### config.mk
export PLATFORM = sky130hd
export DESIGN_NAME = image_buffer_ctrl
export DESIGN_NICKNAME = d
export VERILOG_FILES = /design/src/rtl/image_buffer_ctrl.sv
export SDC_FILE = /design/constraint.sdc
export NUM_CORES = 1
export LEC_CHECK = 0
export ABC_CLOCK_PERIOD_IN_PS = 2400
export CORE_ASPECT_RATIO = 1.75
export CORE_MARGIN = 2
export CORE_UTILIZATION = 45
export DETAILED_ROUTE_END_ITERATION = 7
export PLACE_DENSITY = 0.87
export SYNTH_ARGS = -nofsm -noshare
export SYNTH_HDL_FRONTEND = slang
export SYNTH_SLANG_ARGS = --single-unit
export TNS_END_PERCENT = 5
### constraint.sdc
create_clock -name clk -period 2.4 [get_ports clk]
set_input_delay 0.36 -clock clk [delete_from_list [all_inputs] [get_ports clk]]
set_output_delay 0.36 -clock clk [all_outputs]
set_load 0.01 [all_outputs]
### src/rtl/image_buffer_ctrl.sv
// image_buffer_ctrl
// Sequences one image through a simple-dual-port BRAM with a 1-cycle
// registered read. A valid/ready pixel stream is loaded at addresses
// 0..NUM_PIXELS-1. On start, the stored image is replayed in address order as
// a valid/ready stream with zero bubbles. The image stays stored for replay
// until clear.
module image_buffer_ctrl #(
  parameter int DATA_WIDTH = 8,
  parameter int ADDR_WIDTH = 10,
  parameter int NUM_PIXELS = 784
) (
  input  logic                  clk,
  input  logic                  rst_n,
  input  logic                  in_valid,
  output logic                  in_ready,
  input  logic [DATA_WIDTH-1:0] in_data,
  input  logic                  clear,
  input  logic                  start,
  output logic                  bram_write_en,
  output logic [ADDR_WIDTH-1:0] bram_write_addr,
  output logic [DATA_WIDTH-1:0] bram_write_data,
  output logic [ADDR_WIDTH-1:0] bram_read_addr,
  input  logic [DATA_WIDTH-1:0] bram_read_data,
  output logic                  out_valid,
  input  logic                  out_ready,
  output logic [DATA_WIDTH-1:0] out_data,
  output logic                  out_last,
  output logic                  image_full,
  output logic                  done
);

  localparam logic [2:0] ST_EMPTY  = 3'd0;
  localparam logic [2:0] ST_LOAD   = 3'd1;
  localparam logic [2:0] ST_FULL   = 3'd2;
  localparam logic [2:0] ST_PRIME  = 3'd3;
  localparam logic [2:0] ST_STREAM = 3'd4;

  localparam logic [ADDR_WIDTH-1:0] LAST_ADDR = ADDR_WIDTH'(NUM_PIXELS - 1);
  localparam logic [ADDR_WIDTH-1:0] ADDR_ONE  = ADDR_WIDTH'(1);

  logic [2:0]            state_reg, state_next;
  logic [ADDR_WIDTH-1:0] wr_ptr_reg, wr_ptr_next;
  logic [ADDR_WIDTH-1:0] rd_ptr_reg, rd_ptr_next;
  logic                  in_ready_reg;
  logic                  image_full_reg, image_full_next;
  logic                  done_reg, done_next;

  logic clear_load;
  logic in_fire;
  logic out_fire;
  logic last_pixel;

  // A clear during LOAD blocks the pixel presented in the same cycle.
  assign clear_load = clear && (state_reg == ST_LOAD);
  assign in_ready   = in_ready_reg && !clear_load;
  assign in_fire    = in_valid && in_ready;

  assign bram_write_en   = in_fire;
  assign bram_write_addr = wr_ptr_reg;
  assign bram_write_data = in_data;

  assign out_valid  = (state_reg == ST_STREAM);
  assign last_pixel = (rd_ptr_reg == LAST_ADDR);
  assign out_last   = out_valid && last_pixel;
  assign out_fire   = out_valid && out_ready;
  assign out_data   = bram_read_data;

  // Advance the read address on the same edge as the handshake so the next word
  // arrives with no bubble. During a stall, the address is held, so the BRAM
  // re-reads the same word.
  assign bram_read_addr = (out_fire && !last_pixel) ? (rd_ptr_reg + ADDR_ONE) : rd_ptr_reg;

  assign image_full = image_full_reg;
  assign done       = done_reg;

  // Next-state, pointer and flag updates for the load/replay sequence.
  always_comb begin
    state_next      = state_reg;
    wr_ptr_next     = wr_ptr_reg;
    rd_ptr_next     = rd_ptr_reg;
    image_full_next = image_full_reg;
    done_next       = 1'b0;
    case (state_reg)
      ST_EMPTY, ST_LOAD: begin
        if (clear_load) begin
          state_next      = ST_EMPTY;
          wr_ptr_next     = '0;
          image_full_next = 1'b0;
        end else if (in_fire) begin
          if (wr_ptr_reg == LAST_ADDR) begin
            state_next      = ST_FULL;
            wr_ptr_next     = '0;
            image_full_next = 1'b1;
          end else begin
            state_next  = ST_LOAD;
            wr_ptr_next = wr_ptr_reg + ADDR_ONE;
          end
        end
      end
      ST_FULL: begin
        if (clear) begin
          state_next      = ST_EMPTY;
          wr_ptr_next     = '0;
          image_full_next = 1'b0;
        end else if (start) begin
          state_next  = ST_PRIME;
          rd_ptr_next = '0;
        end
      end
      ST_PRIME: begin
        state_next = ST_STREAM;
      end
      ST_STREAM: begin
        if (out_fire) begin
          if (last_pixel) begin
            state_next  = ST_FULL;
            rd_ptr_next = '0;
            done_next   = 1'b1;
          end else begin
            rd_ptr_next = rd_ptr_reg + ADDR_ONE;
          end
        end
      end
      default: begin
        state_next      = ST_EMPTY;
        wr_ptr_next     = '0;
        rd_ptr_next     = '0;
        image_full_next = 1'b0;
      end
    endcase
  end

  // State registers. in_ready is registered from the next state, so it falls on
  // the edge that accepts the final pixel.
  always_ff @(posedge clk or negedge rst_n) begin
    if (!rst_n) begin
      state_reg      <= ST_EMPTY;
      wr_ptr_reg     <= '0;
      rd_ptr_reg     <= '0;
      in_ready_reg   <= 1'b0;
      image_full_reg <= 1'b0;
      done_reg       <= 1'b0;
    end else begin
      state_reg      <= state_next;
      wr_ptr_reg     <= wr_ptr_next;
      rd_ptr_reg     <= rd_ptr_next;
      in_ready_reg   <= (state_next == ST_EMPTY) || (state_next == ST_LOAD);
      image_full_reg <= image_full_next;
      done_reg       <= done_next;
    end
  end

endmodule

==> out/results.md <==
| Stage | Item | Reported |
|:---|:---|:---|
| cells and area | Commonest non-fill, non-tap cell in the layout | sky130_fd_sc_hd__dfrtp_1 |
| timing | Slew at the pin closest to its max-slew limit | 0.498 ns |
| die | Height of the die | 88.5 µm |
| logic synthesis | Yosys cell types | 44 |
| timing | Final hold vios | 0 |
| timing | Minimum period implied by the final worst setup slack | 2.33 ns |
| detailed routing | Number of nets still failing antenna checks after routing | 0 |
| logic synthesis | Number of register bits inferred by synthesis | 26 |
| die | Die X-Extent | 52.3 µm |
| grt | Maximum number of pins on one net before global-route repair | 27 |
| timing | Max-slew violations | 0 |
| worst hold path | Worst hold path type | input port to async pin |
| detailed routing | Final wirelength | 4.62 mm |
| logic synthesis | Part of the Yosys area used for sequential elements | 35.4% |
| detailed routing | Number of search-and-repair iterations in the first detailed-routing pass | 4 |
| place | Post-DP HPWL | 3.53 mm |
| logic synthesis | Cells after synthesis | 209 |
| power and ir drop | Static Leakage | 1.01 nW |
| detailed routing | Wl on met1 | 1.70 mm |
| timing | Fin crit share | 96.9% |
| critical path | Register-to-register path setup slack | 0.60 ns |
| timing | Fin Hold WS | 0.436 ns |
| logic synthesis | Synthesized Nets | 233 |
| critical path | Worst setup EP type | output pin |
| detailed routing | WL/cell | 16.0 µm |
| cells and area | Number of inserted diodes | 0 |
| logic synthesis | Yosys synthesis warning count | 0 |
| logic synthesis | Fraction of registers with async set/reset | 100% |
| critical path | Count of cells along the worst register-to-register path | 5 |
| cells and area | Share of cells above drive strength 1 | 14.9% |
| cells and area | Layout Utilization | 58.1% |
| detailed routing | Average vias per placed instance | 6.01 |
| die | Core area | 3900 µm² |
| critical path | Required time reported for the critical path endpoint | 2.04 ns |
| power and ir drop | Cell area power density | 560 nW/µm² |
| timing | Worst Setup Slack, final | 0.0747 ns |
| cts | Clock latency on the worst-skew pair | 0.28 ns |
| cts | Clock-pin slew on the worst setup and hold paths | 0.09 ns |
| grt | Wire length of the first global-routing pass | 7.40 mm |
| detailed routing | Highest metal layer with signal wires | met4 |
| detailed routing | Initial DRC Count | 90 |
| cts | CTS Hold Bufs | 0 |
| timing | Maximum achievable frequency | 0.430 GHz |
| detailed routing | Total length of routed met2 wires | 2.55 mm |
| cells and area | Number of nets in the layout | 267 |
| cts | Total clock buffers created by CTS | 3 |
| timing | Post-Route Skew | 0.00935 ns |
| status | Run status | finished clean |
| logic synthesis | Area of the mapped netlist | 1840 µm² |
| detailed routing | Post-detailed-route DRC marker count | 0 |
| cts | Cell at the root of the clock tree | sky130_fd_sc_hd__clkbuf_8 |
| grt | Gr ovfl total | 0 |
| critical path | Worst R2R Start | bram_write_addr[0]$_DFFE_PN0P_ |
| place | Setup slack after placement | -0.135 ns |
| power and ir drop | Worst IR drop on VDD | 0.381 mV |
| place | Global placer's final weighted congestion | 0.869 |
| grt | Antenna violations before repair | 0 |
| timing | Slew headroom | 66.5% |
| flow run | Number of max-cap violations | 0 |
| critical path | Capture point of the worst reg-to-reg path | bram_write_addr[8]$_DFFE_PN0P_ |
| cts | Deepest level of the CTS H-tree | 1 |
| timing | Number of failing setup endpoints in the final timing report | 0 |
| detailed routing | Via count | 1736 |
| cells and area | Synth-to-layout area growth | 23.4% |
| die | Ports | 64 |
| grt | Vias in the first global route | 1637 |
| cts | Clock tree from TritonCTS | built |
| cells and area | Top library cells by usage in the layout, fill and taps aside | sky130_fd_sc_hd__dfrtp_1 (26), sky130_fd_sc_hd__buf_4 (21), sky130_fd_sc_hd__clkdlybuf4s50_1 (20) |
| critical path | Category of the critical setup timing path | flop to output pin |
| die | Total die area | 4630 µm² |
| cells and area | Fill cells | 353 |
| logic synthesis | EDFF count, synth | 0 |
| place | Count of input and output buffers | 31 |
| logic synthesis | Primary FF master, synth | sky130_fd_sc_hd__dfrtp_1 |
| critical path | CP Max Fanout | 23 |
| cts | Sinks on the clock net | 26 |
| detailed routing | Met3 wire length | 241 µm |
| cts | Clk buf depth | 2 |
| critical path | Startpoint Class | flop |
| logic synthesis | Mean instance size in the synthesized netlist | 8.79 µm² |
| timing | Setup tns final | 0 ns |
| grt | Total routing resource utilization after global routing | 21.2% |
| die | Core Rows | 30 |
| die | Starting utilization of the core area | 47.1% |
| critical path | Worst Path Arrival | 1.97 ns |
cells in the mapped netlist (all sizes together), types with 2 or more instances:
cell    count  area share (%)
mux2i       2             1.1
nor2b       4             1.4
nand3      20             5.4
and3        6             2.0
nor3        2            0.54
o22a        2            0.95
xnor2       9             4.3
o22ai       6             2.0
nand4       5             1.7
nand2      16             3.3
a31oi      14             5.6
o21a        2            0.82
and2        6             2.0
a22oi       4             1.6
o31ai       4             1.9
a32oi       2            0.95
dfrtp      26              35
a41oi       2            0.95
nor2       11             2.2
ha          2             1.4
inv         8             1.6
a21oi       4             1.1
nand4b      3             1.4
buf        24             9.4
o21ai       9             3.1
o211ai      3             1.2
metal layers:
metal,GRT usage (%),vias up
li1,-,827
met4,10.7,0
met2,40.9,76
met5,0,-
met3,2.70,12
met1,21.1,821
per-stage QoR:
stage	total power, mW	cells	cell area (µm²)
floorplan	0.854	209	1840
global placement	1.01	285	2200
detailed placement	1.02	285	2200
CTS	1.27	288	2260
global route	1.34	289	2270
finish	1.27	289	2270
cells by family after synthesis:
group           after synthesis  synth area share [%]
flops                        26                  35.4
xor+xnor                      9                  4.29
mux                           2                  1.09
simple gates                 80                  23.6
compound gates               58                  23.2
buf+inv                      32                  11.0
fa+ha+maj                     2                  1.36
worst max-delay path by stage:
stage | start | to | slack (ns) | cells after the start
finish | rd_ptr_reg[5]$_DFFE_PN0P_ | bram_read_addr[1] | 0.07 | 6
global route | rd_ptr_reg[5]$_DFFE_PN0P_ | bram_read_addr[1] | -0.00005 | 6
CTS | rd_ptr_reg[7]$_DFFE_PN0P_ | out_last | 0.05 | 5
detailed placement | out_ready | bram_read_addr[4] | -0.13 | 5
global placement | out_ready | bram_read_addr[4] | -0.1 | 5
floorplan | rd_ptr_reg[0]$_DFFE_PN0P_ | bram_read_addr[4] | 0.48 | 6
timing repair:
item | CTS | global route
gates resized for setup | 14 | 1
setup endpoints to repair | 11 | 2
pin swaps | 0 | 1
buffers inserted | 0 | 1
worst max-delay path: stages, from the launching register on:
cell and delay, ns:
sky130_fd_sc_hd__dfrtp_1 0.42, sky130_fd_sc_hd__nor4_4 0.36, sky130_fd_sc_hd__nand3_2 0.14, sky130_fd_sc_hd__buf_12 0.17
sky130_fd_sc_hd__nand3_1 0.10, sky130_fd_sc_hd__a21bo_2 0.23, sky130_fd_sc_hd__dlygate4sd2_1 0.28
report_power, final:
group | switching (mW) | leakage [nW] | internal [mW] | total (mW)
combinational | 0.223 | 0.644 | 0.224 | 0.446
sequential | 0.0755 | 0.347 | 0.495 | 0.570
clock | 0.141 | 0.0216 | 0.113 | 0.254
layout make-up:
class | instances | area, µm² | area share [%]
clock buffer | 3 | 41.3 | 1.82
inverter | 8 | 30.0 | 1.32
multi-input combinational | 151 | 1010 | 44.4
sequential | 26 | 651 | 28.7
tap | 48 | 60.1 | 2.65
timing repair buffer | 53 | 478 | 21.1
Power figures use the tool's default switching activity.
